`config.mk`:
```
export PLATFORM = sky130hd
export DESIGN_NAME = flop_pipe_flat
export DESIGN_NICKNAME = d
export VERILOG_FILES = /design/src/rtl/flop_pipe_pkg.sv /design/src/rtl/flop_pipe_if.sv /design/src/rtl/flop_pipe_chk.sv /design/src/rtl/flop_pipe_stage.sv /design/src/rtl/flop_pipe.sv /design/src/flat_wrapper.sv
export SDC_FILE = /design/constraint.sdc
export NUM_CORES = 1
export LEC_CHECK = 0
export ABC_AREA = 0
export ABC_CLOCK_PERIOD_IN_PS = 2400
export CAP_MARGIN = 25
export CORE_MARGIN = 4
export CORE_UTILIZATION = 50
export DETAILED_ROUTE_END_ITERATION = 8
export GPL_TIMING_DRIVEN = 0
export PLACE_DENSITY = 0.8
export REMOVE_ABC_BUFFERS = 1
export SYNTH_ARGS = -nofsm -noshare
export SYNTH_HDL_FRONTEND = slang
export SYNTH_SLANG_ARGS = --single-unit
```
`constraint.sdc`:
```
create_clock -name clk -period 2.4 [get_ports clk]
set_input_delay 0.24 -clock clk [delete_from_list [all_inputs] [get_ports clk]]
set_output_delay 0.24 -clock clk [all_outputs]
set_load 0.005 [all_outputs]
```
`src/rtl/flop_pipe_pkg.sv`:
```
// Shared definitions for the flop_pipe retiming pipeline.
package flop_pkg;

  // Bit value replicated across WIDTH to form the default stage reset value.
  localparam bit RESET_BIT_DEFAULT = 1'b0;

  // Width of an occupancy counter able to hold 0..depth inclusive.
  function automatic int occ_w(input int depth);
    return $clog2(depth + 1);
  endfunction

endpackage

```
`src/rtl/flop_pipe_if.sv`:
```
// Handshake/data bundle between a producer and a flop_pipe instance.
interface flop_pipe_if
  import flop_pkg::*;
#(
  parameter int WIDTH = 4,
  parameter int DEPTH = 3
) ();

  localparam int OCC_W = occ_w(DEPTH);

  logic             en;
  logic             flush;
  logic             in_valid;
  logic [WIDTH-1:0] in;
  logic             out_valid;
  logic [WIDTH-1:0] out;
  logic [OCC_W-1:0] occ;

  // Producer side: drives the advance/flush controls and the input word.
  modport master (
    output en, flush, in_valid, in,
    input  out_valid, out, occ
  );

  // Pipeline side: consumes controls and input, presents the delayed word.
  modport slave (
    input  en, flush, in_valid, in,
    output out_valid, out, occ
  );

endinterface

```
`src/rtl/flop_pipe_chk.sv`:
```
// Invariant checker for flop_pipe: the occupancy counter must track the
// number of valid stages exactly, stay in range and never go unknown.
module flop_pipe_chk #(
  parameter int DEPTH = 3,
  parameter int OCC_W = 2
) (
  input logic             clk,
  input logic             rst,
  input logic [DEPTH-1:0] valid,
  input logic [OCC_W-1:0] occ
);

  // Occupancy equals the population count of the stage valids.
  a_occ_popcount : assert property (
    @(posedge clk) disable iff (rst) (occ == OCC_W'($countones(valid)))
  );

  // Occupancy never exceeds the number of stages.
  a_occ_range : assert property (
    @(posedge clk) disable iff (rst) (int'(occ) <= DEPTH)
  );

  // Control state is always known once reset has been applied.
  a_no_x : assert property (
    @(posedge clk) disable iff (rst) (!$isunknown({valid, occ}))
  );

endmodule

```
`src/rtl/flop_pipe_stage.sv`:
```
// One data+valid register stage of flop_pipe with hold, flush and
// optional zeroing of data whenever the stage captures an invalid word.
module flop_stage
  import flop_pkg::*;
#(
  parameter int               WIDTH       = 4,
  parameter logic [WIDTH-1:0] RESET_VAL   = {WIDTH{RESET_BIT_DEFAULT}},
  parameter bit               CLR_INVALID = 1'b0
) (
  input  logic             clk,
  input  logic             rst,
  input  logic             en,
  input  logic             flush,
  input  logic [WIDTH-1:0] d,
  input  logic             d_valid,
  output logic [WIDTH-1:0] q,
  output logic             q_valid
);

  logic [WIDTH-1:0] data_r;
  logic             valid_r;
  logic [WIDTH-1:0] data_next_s;
  logic             valid_next_s;

  // Next-state selection: flush clears, enable captures, otherwise hold.
  always_comb begin
    data_next_s  = data_r;
    valid_next_s = valid_r;
    if (flush) begin
      data_next_s  = RESET_VAL;
      valid_next_s = 1'b0;
    end else if (en) begin
      valid_next_s = d_valid;
      if (CLR_INVALID && !d_valid) begin
        data_next_s = RESET_VAL;
      end else begin
        data_next_s = d;
      end
    end else begin
      data_next_s  = data_r;
      valid_next_s = valid_r;
    end
  end

  // Stage registers; synchronous reset overrides flush and enable.
  always_ff @(posedge clk) begin
    if (rst) begin
      data_r  <= RESET_VAL;
      valid_r <= 1'b0;
    end else begin
      data_r  <= data_next_s;
      valid_r <= valid_next_s;
    end
  end

  assign q       = data_r;
  assign q_valid = valid_r;

endmodule

```
`src/rtl/flop_pipe.sv`:
```
// DEPTH-stage, WIDTH-bit stallable register pipeline with per-stage valids,
// synchronous flush and a registered occupancy counter.
module flop_pipe
  import flop_pkg::*;
#(
  parameter int               WIDTH       = 4,
  parameter int               DEPTH       = 3,
  parameter logic [WIDTH-1:0] RESET_VAL   = {WIDTH{RESET_BIT_DEFAULT}},
  parameter bit               CLR_INVALID = 1'b0
) (
  input logic        clk,
  input logic        rst,
  flop_pipe_if.slave bus
);

  localparam int OCC_W = occ_w(DEPTH);

  // chain_*[k] feeds stage k; chain_*[k+1] is the output of stage k.
  logic [WIDTH-1:0] chain_data_s  [DEPTH+1];
  logic             chain_valid_s [DEPTH+1];
  logic [DEPTH-1:0] valid_vec_s;
  logic [OCC_W-1:0] occ_r;
  logic [OCC_W-1:0] occ_next_s;

  assign chain_data_s[0]  = bus.in;
  assign chain_valid_s[0] = bus.in_valid;

  for (genvar k = 0; k < DEPTH; k++) begin : g_stage
    flop_stage #(
      .WIDTH       (WIDTH),
      .RESET_VAL   (RESET_VAL),
      .CLR_INVALID (CLR_INVALID)
    ) u_stage (
      .clk     (clk),
      .rst     (rst),
      .en      (bus.en),
      .flush   (bus.flush),
      .d       (chain_data_s[k]),
      .d_valid (chain_valid_s[k]),
      .q       (chain_data_s[k+1]),
      .q_valid (chain_valid_s[k+1])
    );
  end

  // Gather stage valids into a vector for the invariant checker.
  always_comb begin
    valid_vec_s = {DEPTH{1'b0}};
    for (int k = 0; k < DEPTH; k++) begin
      valid_vec_s[k] = chain_valid_s[k+1];
    end
  end

  // Occupancy update: a word entering and one leaving on the same edge cancel.
  always_comb begin
    occ_next_s = occ_r;
    if (bus.flush) begin
      occ_next_s = {OCC_W{1'b0}};
    end else if (bus.en) begin
      case ({bus.in_valid, chain_valid_s[DEPTH]})
        2'b10:   occ_next_s = occ_r + OCC_W'(1);
        2'b01:   occ_next_s = occ_r - OCC_W'(1);
        default: occ_next_s = occ_r;
      endcase
    end else begin
      occ_next_s = occ_r;
    end
  end

  // Occupancy register with synchronous reset.
  always_ff @(posedge clk) begin
    if (rst) begin
      occ_r <= {OCC_W{1'b0}};
    end else begin
      occ_r <= occ_next_s;
    end
  end

  assign bus.out       = chain_data_s[DEPTH];
  assign bus.out_valid = chain_valid_s[DEPTH];
  assign bus.occ       = occ_r;

  flop_pipe_chk #(
    .DEPTH (DEPTH),
    .OCC_W (OCC_W)
  ) u_chk (
    .clk   (clk),
    .rst   (rst),
    .valid (valid_vec_s),
    .occ   (occ_r)
  );

endmodule

```
`src/flat_wrapper.sv`:
```
// flat-port wrapper written by rule: the top's interface ports become plain ports
module flop_pipe_flat import flop_pkg::*;
#(
  parameter int               WIDTH       = 4,
  parameter int               DEPTH       = 3,
  parameter logic [WIDTH-1:0] RESET_VAL   = {WIDTH{RESET_BIT_DEFAULT}},
  parameter bit               CLR_INVALID = 1'b0
)
  (clk, rst, bus_en, bus_flush, bus_in_valid, bus_in, bus_out_valid, bus_out, bus_occ);
  flop_pipe_if #(.WIDTH(WIDTH), .DEPTH(DEPTH)) bus_i ();
  input logic clk;
  input logic rst;
  input wire logic [$bits(bus_i.en)-1:0] bus_en;
  input wire logic [$bits(bus_i.flush)-1:0] bus_flush;
  input wire logic [$bits(bus_i.in_valid)-1:0] bus_in_valid;
  input wire logic [$bits(bus_i.in)-1:0] bus_in;
  output wire logic [$bits(bus_i.out_valid)-1:0] bus_out_valid;
  output wire logic [$bits(bus_i.out)-1:0] bus_out;
  output wire logic [$bits(bus_i.occ)-1:0] bus_occ;
  assign bus_i.en = bus_en;
  assign bus_i.flush = bus_flush;
  assign bus_i.in_valid = bus_in_valid;
  assign bus_i.in = bus_in;
  assign bus_out_valid = bus_i.out_valid;
  assign bus_out = bus_i.out;
  assign bus_occ = bus_i.occ;
  flop_pipe #(.WIDTH(WIDTH), .DEPTH(DEPTH), .RESET_VAL(RESET_VAL), .CLR_INVALID(CLR_INVALID)) u_core (.clk(clk), .rst(rst), .bus(bus_i));
endmodule
```
==> results of run 1 <==
-- worst register-to-register path: stages, from the launching register on --
cell and delay, ps:
sky130_fd_sc_hd__dfxtp_1 340, sky130_fd_sc_hd__ha_1 280, sky130_fd_sc_hd__and2b_4 260, sky130_fd_sc_hd__a211oi_2 60, sky130_fd_sc_hd__a31o_1 210
-- cell type report --
type                       instances  share of cell area, %
timing repair buffer              15                   18.2
sequential                        17                   41.3
inverter                           2                  0.910
multi-input combinational         39                   34.1
clock buffer                       4                   3.19
tap                               15                   2.28
-- sequential cells by signal (all words and copies together) (netlist names) --
name and flops:
u_core.g_stage.u_stage.q_valid 3, u_core.g_stage.u_stage.q 12, u_core.bus.occ 2
-- worst paths after layout --
| check | to | start | cells past startpoint | slack [ps] |
|---|---|---|---|---|
| min | u_core.g_stage[2].u_stage.q[3] | u_core.g_stage[2].u_stage.q[3] | 2 | 490 |
| max | u_core.bus.occ[1] | bus_en | 4 | 730 |
| max reg2reg | u_core.bus.occ[1] | u_core.g_stage[2].u_stage.q_valid | 4 | 1140 |
| min reg2reg | u_core.g_stage[2].u_stage.q[3] | u_core.g_stage[2].u_stage.q[3] | 2 | 490 |
-- power groups by stage --
stage	Combinational [uW]	Sequential, uW	Clock [uW]
4_1_cts	43.7	289	148
3_3_place_gp	42.6	295	0
2_1_floorplan	19.6	295	0
6_report	43.0	289	145
5_1_grt	47.0	289	159
3_5_place_dp	43.3	295	0
-- kinds of logic (layout without fill, tap and decap cells) --
family | after synthesis | after routing | synth area share [%]
simple gates | 19 | 19 | 11.4
flops | 17 | 17 | 48.3
mux | 15 | 15 | 21.3
buf+inv | 10 | 21 | 11.7
compound gates | 2 | 2 | 3.02
xor+xnor | 2 | 2 | 2.49
fa+ha+maj | 1 | 1 | 1.78
-- cell usage in the layout, fill, tap and decap left out --
cell	count
sky130_fd_sc_hd__a211oi_2	1
sky130_fd_sc_hd__and2b_4	1
sky130_fd_sc_hd__clkdlybuf4s50_1	15
sky130_fd_sc_hd__xor2_1	1
sky130_fd_sc_hd__mux2i_1	15
sky130_fd_sc_hd__nor2_1	17
sky130_fd_sc_hd__clkbuf_4	3
sky130_fd_sc_hd__a31o_1	1
sky130_fd_sc_hd__or2_1	1
sky130_fd_sc_hd__ha_1	1
sky130_fd_sc_hd__xnor2_1	1
sky130_fd_sc_hd__inv_1	2
sky130_fd_sc_hd__dfxtp_1	17
sky130_fd_sc_hd__clkbuf_1	1
-- metrics by stage --
| step | hold slack, ps | util, % | worst slack [ps] |
|---|---|---|---|
| 5_1_grt | 565 | 62.6 | 669 |
| 4_1_cts | 505 | 62.6 | 715 |
| 6_report | 494 | 62.6 | 731 |
| 2_1_floorplan | 387 | - | 1210 |
| 3_3_place_gp | 471 | 60.6 | 445 |
| 3_5_place_dp | 483 | 60.6 | 421 |
-- routing by layer --
layer  track usage (%)  wire, um  vias up
met2              21.2       461        8
li1                  -         -      232
met5                 0         0        -
met4              8.77        27        0
met3              2.77        51        4
met1              12.9       461      202
==> reports/qor_table.md, run 1 <==
| Quantity | This run |
| --- | --- |
| Result of the run | complete, no violations |
| CP Data Arrival Time | 1850 ps |
| CP Data Required Time | 2580 ps |
| Wirelength, routed | 1000 um |
| Fmax achieved | 599 MHz |
| Total power per unit cell area | 578 nW/um^2 |
| Maximum number of pins on one net before global-route repair | 19 |
| Antenna violation net count after detailed routing | 0 |
| Post-synth top flop | sky130_fd_sc_hd__dfxtp_1 |
| Crit path largest cell delay | 1030 ps |
| Area of placed instances | 798 sq um |
| Setup repair after global routing missed its margin | no |
| Standby leakage power | 0.000346 uW |
| Worst Max-Slew Pin Slew | 861 ps |
| Multi-input gate area in the final layout | 282 sq um |
| Die area | 2070 sq um |
| Std-Cell Core Area | 1320 sq um |
| Post-detailed-placement half-perimeter wirelength | 714 um |
| Diodes inserted | 0 |
| Clock network fraction of total power | 30.4% |
| Initial core utilization | 53.5% |
| Post-Syn Area | 704 sq um |
| Number of flops mapped to enable cells by yosys | 0 |
| Clock insertion delay at the later pin of the skew report | 280 ps |
| Die Span X | 45.5 um |
| Post-route cell area | 825 sq um |
| CTS tree | built |
| Via density | 4.85 |
| Clock slew seen by the registers of the worst setup and hold paths | 90 ps |
| CP endpoint kind | flip-flop |
| Period utilisation layout | 69.6% |
| TritonCTS Buffers | 3 |
| Worst max-slew margin expressed relative to the limit | 42.4% |
| Clock skew | 1.75 ps |
| Number of global-route vias before repair | 452 |
| Clk sink count | 17 |
| Detailed-router iteration count before antenna repair | 2 |
| Routed wire per std cell | 10.9 um |
| Layout cells sized above 1 | 6.49% |
| Final Non-Filler Cells | 92 |
| Die height | 45.5 um |
| Peak supply drop | 0.000300 V |
| Standard-cell row count | 13 |
| Worst-path fanout max | 16 |
| Part of the Yosys area used for sequential elements | 48.3% |
| Critical path startpoint category | input pin |
| Count of H-tree levels built during CTS | 1 |
| Hold-fix buffers, CTS | 0 |
| Number of antenna violations at the first check in global routing | 0 |
| Sum of negative setup slack | 0 ps |
| Top delay family on crit path | buffers and inverters |
| Cell-internal power | 376 uW |
| Critical path type | input pin to flip-flop |
| Number of hold violations in the final report | 0 |
| Remaining global-route overflow | 0 |
| Synthesis Warnings | 0 |
| Filler cell count in the final layout | 116 |
| Combined global-route utilization of all metal layers | 12.3% |
| Number of nets in the layout | 88 |
| Cell breakdown of the critical path | clkdlybuf4s50_1 > and2b_4 > a211oi_2 > a31o_1 |
| Number of input and output port buffers inserted | 15 |
| Switching share of total power | 21.1% |
| List of most frequent post-synthesis cells | 17 x sky130_fd_sc_hd__dfxtp_1, 17 x sky130_fd_sc_hd__nor2_1, 15 x sky130_fd_sc_hd__mux2i_1 |
| Number of gates resized after cts | 0 |
| Switch Pwr | 101 uW |
| Critical-path cell with the highest stage delay | sky130_fd_sc_hd__clkdlybuf4s50_1 |
| Number of instances in the synthesized netlist | 66 |
| Final weighted congestion in routability-driven placement | 0.564 |
| Number of buffers and inverters on the critical path | 1 |
| Via total after detailed routing | 446 |
| Worst hold-check path type | flip-flop to flip-flop |
| Detailed router's first-iteration violation count | 4 |
| Area share of the largest cell type after synthesis | 48.3% |
| Global-route wire length before repair | 1810 um |
| Post-synthesis cell type count | 13 |
| Synth area leaders | sky130_fd_sc_hd__dfxtp_1 48%, sky130_fd_sc_hd__mux2i_1 21%, sky130_fd_sc_hd__nor2_1 9.1% |
| Number of slew-limit violations in the final report | 0 |
| Final-report setup violation count | 0 |
| Relative area change from synthesis to final layout | 17.1% |
| Count of maximum capacitance violations | 0 |
| Combinational power share | 9.0% |
| Number of cells in the design after placement | 88 |
| Async set-or-reset flop fraction in the synthesized netlist | 0% |
| Max Root-Sink Buffers | 2 |
| # IOs | 16 |
| Min cycle time layout | 1670 ps |
| Synth Register Bits | 17 |
| Sequential standard cell area | 340 sq um |
| Fraction of power consumed by sequential logic | 60.6% |
| Average footprint of a synthesized cell | 10.7 sq um |
| Cell taking the most area after synthesis | sky130_fd_sc_hd__dfxtp_1 |
| Number of post-CTS setup repair buffers | 0 |
| Root buffer cell | sky130_fd_sc_hd__clkbuf_4 |
| Design Power | 477 uW |
| Drt drc | 0 |
Note: power is estimated with default switching activity, not from simulation.
==> run 2: changes to the inputs <==
--- a/config.mk
+++ b/config.mk
@@ -6,13 +6,13 @@
 export NUM_CORES = 1
 export LEC_CHECK = 0
 export ABC_AREA = 0
-export ABC_CLOCK_PERIOD_IN_PS = 2400
+export ABC_CLOCK_PERIOD_IN_PS = 1500
 export CAP_MARGIN = 25
 export CORE_MARGIN = 4
-export CORE_UTILIZATION = 50
+export CORE_UTILIZATION = 42
 export DETAILED_ROUTE_END_ITERATION = 8
 export GPL_TIMING_DRIVEN = 0
-export PLACE_DENSITY = 0.8
+export PLACE_DENSITY = 0.71
 export REMOVE_ABC_BUFFERS = 1
 export SYNTH_ARGS = -nofsm -noshare
 export SYNTH_HDL_FRONTEND = slang
==> constraint.sdc (replaced) <==
create_clock -name clk -period 1.5 [get_ports clk]
set_input_delay 0.15 -clock clk [delete_from_list [all_inputs] [get_ports clk]]
set_output_delay 0.15 -clock clk [all_outputs]
set_load 0.005 [all_outputs]
==> run 2 against run 1 <==
Via count decreased by 0.67%. Setup slack got worse by 560 ps. Clock power increased by 62%. Die area increased by 16%. Sequential cell count unchanged. Wire length decreased by 4.8%. Count of clock-buffer cells in the layout unchanged. Global-route usage decreased by 3.7 points. Worst hold slack got worse by 15 ps. Final cell count increased by 1.1%. Sequential share of layout area unchanged. Register-to-register slack got worse by 870 ps. Critical endpoint is now bus_occ[0]. Largest power group unchanged. Highest routed layer unchanged.
==> reports/qor_table.md, run 2 (synthesized netlist as in run 1, its figures left out) <==
| Quantity | This run | vs previous |
| --- | --- | --- |
| Switch Pwr | 164 uW | +63% |
| Clock network fraction of total power | 30.8% | +0.4 points |
| Fmax achieved | 752 MHz |  |
| Combined global-route utilization of all metal layers | 8.62% | -3.7 points |
| Critical path startpoint category | flip-flop |  |
| Clock insertion delay at the later pin of the skew report | 280 ps | about the same |
| Crit path largest cell delay | 520 ps | -510 ps |
| Final weighted congestion in routability-driven placement | 0.633 | +12% |
| Drt drc | 0 | unchanged |
| Count of cells along the worst hold path | 3 | +1 |
| Startpoint of the most critical setup path | u_core.bus.occ[0] |  |
| Switching share of total power | 21.4% | +0.33 points |
| Antenna violation net count after detailed routing | 0 | unchanged |
| Routed wire per std cell | 10.2 um | -5.8% |
| TritonCTS Buffers | 3 | unchanged |
| Via total after detailed routing | 443 | -0.67% |
| # IOs | 16 | unchanged |
| Die area | 2400 sq um | +16% |
| Number of flip-flops under the largest register name | 12 | unchanged |
| Relative area change from synthesis to final layout | 17.1% | unchanged |
| Initial core utilization | 45.7% | -7.8 points |
| CP Data Required Time | 1350 ps | -1230 ps |
| Global-route wire length before repair | 1650 um | -9.1% |
| Worst slack at placement | -388 ps | -809 ps |
| Critical path type | flip-flop to primary output |  |
| Worst-path fanout max | 3 | -13 |
| CP Data Arrival Time | 1180 ps | -670 ps |
| Max Root-Sink Buffers | 2 | unchanged |
| Worst max-slew margin expressed relative to the limit | 41.5% | -0.94 points |
| Minimum setup slack among reg-to-reg paths | 270 ps | -870 ps |
| Top library cells by usage in the layout, fill and taps aside | 17 x sky130_fd_sc_hd__nor2_1, 17 x sky130_fd_sc_hd__dfxtp_1, 15 x sky130_fd_sc_hd__mux2i_1 |  |
| R2R Path Start | u_core.g_stage[2].u_stage.q_valid |  |
| Number of gates resized after cts | 1 | +1 |
| Top delay family on crit path | buffers and inverters |  |
| CP endpoint kind | primary output |  |
| Diodes inserted | 0 | unchanged |
| Standard-cell row count | 14 | +1 |
| CTS tree | built |  |
| Total power per unit cell area | 926 nW/um^2 | +60% |
| Final-report setup violation count | 0 | unchanged |
| Remaining global-route overflow | 0 | unchanged |
| Combinational power share | 8.8% | -0.2 points |
| Number of slew-limit violations in the final report | 0 | unchanged |
| Clk sink count | 17 | unchanged |
| Die Span X | 49.0 um | +7.5% |
| Std-Cell Core Area | 1540 sq um | +17% |
| Number of hold violations in the final report | 0 | unchanged |
| Worst Max-Slew Pin Slew | 877 ps | +16.8 ps |
| Endpoint, Worst Hold | u_core.g_stage[0].u_stage.q[3] |  |
| Layout cells sized above 1 | 6.49% | unchanged |
| Sum of negative setup slack | 0 ps | unchanged |
| Cell breakdown of the critical path | clkdlybuf4s50_1 |  |
| Detailed-router iteration count before antenna repair | 2 | unchanged |
| Number of buffers and inverters on the critical path | 1 | unchanged |
| Clock slew seen by the registers of the worst setup and hold paths | 90 ps | about the same |
| Count of H-tree levels built during CTS | 1 | unchanged |
| Detailed router's first-iteration violation count | 8 | +4 |
| Die height | 49.0 um | +7.5% |
| Hold-fix buffers, CTS | 0 | unchanged |
| Number of global-route vias before repair | 373 | -17% |
| Clock skew | 0.657 ps | -1.09 ps |
| Root buffer cell | sky130_fd_sc_hd__clkbuf_4 |  |
| Maximum number of pins on one net before global-route repair | 19 | unchanged |
| Worst hold-check path type | input pin to flip-flop |  |
| Number of nets in the layout | 88 | unchanged |
| Cell-internal power | 600 uW | +60% |
| Number of antenna violations at the first check in global routing | 0 | unchanged |
| Period utilisation layout | 88.6% |  |
| Standby leakage power | 0.000347 uW | +0.39% |
| Result of the run | complete, no violations |  |
| Number of post-CTS setup repair buffers | 0 | unchanged |
| Setup ws final | 170 ps | -560 ps |
| Fraction of power consumed by sequential logic | 60.4% | -0.2 points |
| Peak supply drop | 0.000451 V | +50% |
| Post-detailed-placement half-perimeter wirelength | 648 um | -9.1% |
| Worst R2R Path Depth | 4 | unchanged |
| Min cycle time layout | 1330 ps |  |
| Number of input and output port buffers inserted | 15 | unchanged |
| Setup repair after global routing missed its margin | no |  |
| Wirelength, routed | 953 um | -4.8% |
| Endpoint of the worst register-to-register path | u_core.bus.occ[1] |  |
| Critical-path cell with the highest stage delay | sky130_fd_sc_hd__clkdlybuf4s50_1 |  |
| Worst min-delay path startpoint | bus_in[3] |  |
| Count of maximum capacitance violations | 0 | unchanged |
| Via density | 4.76 | -1.7% |
## run 2: layout make-up
type,instances,area [sq um]
multi-input cells,39,282
well taps,16,20.0
flip-flops and latches,17,340
inverters,2,7.51
clock buffers,4,26.3
fillers,137,717
repair buffers,15,149
## run 2: routing by layer
metal / vias to the layer above / wire, um / track usage, %
li1: 234 / - / -
met1: 196 / 495 / 12.1
met2: 11 / 384 / 11.5
met3: 2 / 61 / 2.14
met4: 0 / 12 / 5.38
met5: - / 0 / 0
## run 2: through the flow
step                      instances  power, uW  instance area (sq um)  hold WS, ps  util, %
after floorplan                  58        503                    629          297        -
after global placement           89        541                    800          474     51.9
after detailed placement         89        541                    800          482     51.9
after CTS                        93        774                    825          478     53.5
after global routing             93        798                    825          485     53.5
final                            93        764                    825          480     53.5
## run 2: worst max path at each step
| stage | endpoint | slack, ps | depth (start not counted) |
|---|---|---|---|
| detailed placement | u_core.bus.occ[1] | -390 | 4 |
| CTS | bus_occ[0] | 150 | 1 |
| finish | bus_occ[0] | 170 | 1 |
| global placement | u_core.bus.occ[1] | -380 | 4 |
| floorplan | u_core.bus.occ[1] | 310 | 4 |
| global route | u_core.bus.occ[1] | 90 | 4 |
## run 2: power groups by stage
stage | combinational (uW) | clock [uW] | sequential (uW)
final | 67.3 | 235 | 462
after CTS | 68.1 | 244 | 462
after floorplan | 31.3 | 0 | 472
after global placement | 68.5 | 0 | 472
after detailed placement | 69.1 | 0 | 472
after global routing | 73.6 | 262 | 463
==> run 3: changes to the inputs <==
--- a/config.mk
+++ b/config.mk
@@ -11,7 +11,7 @@
 export CORE_MARGIN = 4
 export CORE_UTILIZATION = 42
 export DETAILED_ROUTE_END_ITERATION = 8
-export GPL_TIMING_DRIVEN = 0
+export GPL_TIMING_DRIVEN = 1
 export PLACE_DENSITY = 0.71
 export REMOVE_ABC_BUFFERS = 1
 export SYNTH_ARGS = -nofsm -noshare
==> run 3 against run 2 <==
Design area grew 5.5%. Sequential cell count is the same. Die area is the same. Final cell count grew 4.3%. Critical path depth is the same. Critical path type unchanged. Highest routed layer unchanged.
==> reports/qor_table.md, run 3 (synthesized netlist as in run 1, its figures left out) <==
| Quantity | This run | vs previous |
| --- | --- | --- |
| Routed wire per std cell | 11.3 um | +11% |
| Crit path largest cell delay | 520 ps | about the same |
| Fmax achieved | 752 MHz | about the same |
| Via density | 4.77 | +0.20% |
| Worst hold-check path type | input pin to flip-flop |  |
| CTS tree | built |  |
| Standard-cell row count | 14 | unchanged |
| Count of maximum capacitance violations | 0 | unchanged |
| Met1 layer usage reported by global route | 11.1% | -0.97 points |
| Die Span X | 49.0 um | unchanged |
| Drt drc | 0 | unchanged |
| CP Data Required Time | 1350 ps | about the same |
| Met2 track demand over resource | 13.5% | +2.0 points |
| Cell breakdown of the critical path | clkdlybuf4s50_1 |  |
| Number of post-CTS setup repair buffers | 0 | unchanged |
| Period utilisation layout | 88.7% | about the same |
| Number of buffers and inverters on the critical path | 1 | unchanged |
| Result of the run | complete, no violations |  |
| Number of antenna violations at the first check in global routing | 0 | unchanged |
| Worst max-slew margin expressed relative to the limit | 81.7% | +40 points |
| Number of slew-limit violations in the final report | 0 | unchanged |
| Worst-path fanout max | 3 | unchanged |
| Die height | 49.0 um | unchanged |
| Wirelength, routed | 1100 um | +15% |
| Endpoint of the worst register-to-register path | u_core.bus.occ[1] |  |
| Min cycle time layout | 1330 ps | +0.518 ps |
| Detailed-router iteration count before antenna repair | 3 | +1 |
| GR met3 Demand/Resource | 3.06% | +0.92 points |
| Final hold slack | 473 ps | -6.41 ps |
| Final weighted congestion in routability-driven placement | 0.684 | +8.0% |
| Worst Max-Slew Pin Slew | 274 ps | -603 ps |
| Combined global-route utilization of all metal layers | 9.43% | +0.81 points |
| Global-route wire length before repair | 1750 um | +5.8% |
| Worst min-delay path startpoint | bus_in[0] |  |
| Number of nets in the layout | 92 | +4.5% |
| R2R Path Start | u_core.g_stage[2].u_stage.q_valid |  |
| Diodes inserted | 0 | unchanged |
| Final-report setup violation count | 0 | unchanged |
| Number of logic stages on the critical path including buffering | 1 | unchanged |
| Antenna violation net count after detailed routing | 0 | unchanged |
| Initial core utilization | 45.7% | unchanged |
| CP Data Arrival Time | 1180 ps | about the same |
| Die area | 2400 sq um | unchanged |
| Design Power | 778 uW | +1.9% |
| Std-Cell Core Area | 1540 sq um | unchanged |
| Clock skew | 9.37 ps | +8.71 ps |
| Top delay family on crit path | buffers and inverters |  |
| Clock slew seen by the registers of the worst setup and hold paths | 100 ps | about the same |
| Setup repair after global routing missed its margin | no |  |
| Count of H-tree levels built during CTS | 1 | unchanged |
| Hold-fix buffers, CTS | 0 | unchanged |
| Clk sink count | 17 | unchanged |
| Via total after detailed routing | 463 | +4.5% |
| Critical path startpoint category | flip-flop |  |
| Share of the core filled with cells | 56.4% | +2.9 points |
| Critical-path cell with the highest stage delay | sky130_fd_sc_hd__clkdlybuf4s50_1 |  |
| Number of global-route vias before repair | 422 | +13% |
| Top library cells by usage in the layout, fill and taps aside | 17 x sky130_fd_sc_hd__nor2_1, 17 x sky130_fd_sc_hd__dfxtp_1, 15 x sky130_fd_sc_hd__mux2i_1, 15 x sky130_fd_sc_hd__clkdlybuf4s50_1 |  |
| Detailed router's first-iteration violation count | 5 | -3 |
| Number of flip-flops under the largest register name | 12 | unchanged |
| Standby leakage power | 0.000372 uW | +7.1% |
| Number of gates resized after cts | 0 | -1 |
| Maximum number of pins on one net before global-route repair | 13 | -6 |
| Endpoint, Worst Hold | u_core.g_stage[0].u_stage.q[0] |  |
| Number of input and output port buffers inserted | 15 | unchanged |
| Critical path type | flip-flop to primary output |  |
| # IOs | 16 | unchanged |
| Post-detailed-placement half-perimeter wirelength | 856 um | +32% |
| Layout cells sized above 1 | 12.3% | +5.9 points |
| Remaining global-route overflow | 0 | unchanged |
| Peak supply drop | 0.000589 V | +31% |
| Clock insertion delay at the later pin of the skew report | 290 ps | about the same |
| Worst R2R Path Depth | 4 | unchanged |
| Root buffer cell | sky130_fd_sc_hd__clkbuf_4 |  |
| CP endpoint kind | primary output |  |
| Layer carrying the most global-route usage | met2 |  |
| Max Root-Sink Buffers | 2 | unchanged |
| Relative area change from synthesis to final layout | 23.4% |  |
| TritonCTS Buffers | 3 | unchanged |
| Minimum setup slack among reg-to-reg paths | 270 ps | about the same |
| Count of cells along the worst hold path | 3 | unchanged |
| Total power per unit cell area | 895 nW/um^2 | -3.4% |
| Number of hold violations in the final report | 0 | unchanged |
==> run 3: changes by cell type in the layout (fill, tap and decap cells not counted), sizes merged <==
cell / change
clkbuf: -1
clkdlybuf4s50: +1
dlygate4sd2: -1
buf: +4
clkinv: +1
==> run 3: layout make-up <==
class                           instances  area (sq um)
Fill cell                             157           672
Multi-Input combinational cell         39           282
Clock buffer                            3          22.5
Tap cell                               16          20.0
Timing Repair Buffer                   19           193
Clock inverter                          1          5.00
Inverter                                2          7.51
Sequential cell                        17           340
==> run 3: how the worst max path moves through the flow <==
stage	to	slack [ps]	from
floorplan	u_core.bus.occ[1]	310	u_core.g_stage[2].u_stage.q_valid
CTS	bus_occ[0]	150	u_core.bus.occ[0]
global placement	u_core.bus.occ[1]	-20	bus_in_valid
detailed placement	u_core.bus.occ[1]	-60	bus_in_valid
finish	bus_occ[0]	170	u_core.bus.occ[0]
global route	bus_occ[0]	110	u_core.bus.occ[0]
==> run 3: per-layer routing <==
metal	up-vias	wire length, um	part of all wire (%)
met5	-	0	0
met4	0	19	1.7
met3	2	60	5.5
met2	11	515	47
met1	212	504	46
li1	238	-	-
==> run 3: power by group <==
part | switching [uW] | leakage, uW | total [uW] | internal (uW)
combinational | 31.1 | 0.000217 | 80.4 | 49.3
sequential | 4.01 | 0.000138 | 462 | 458
clock | 137 | 0.0000177 | 236 | 98.9
==> run 3: per-stage QoR <==
step	setup TNS (ps)	worst slack (ps)	instance area, sq um	instances
after floorplan	0	306	629	58
after global placement	-23.0	-23.0	842	93
after detailed placement	-56.5	-56.5	842	93
after CTS	0	149	870	97
after global routing	0	112	870	97
final	0	170	870	97
==> run 3: tightest hold or removal path, stage by stage <==
cell and delay, ps:
sky130_fd_sc_hd__clkdlybuf4s50_1 390, sky130_fd_sc_hd__mux2i_1 130, sky130_fd_sc_hd__nor2_1 50
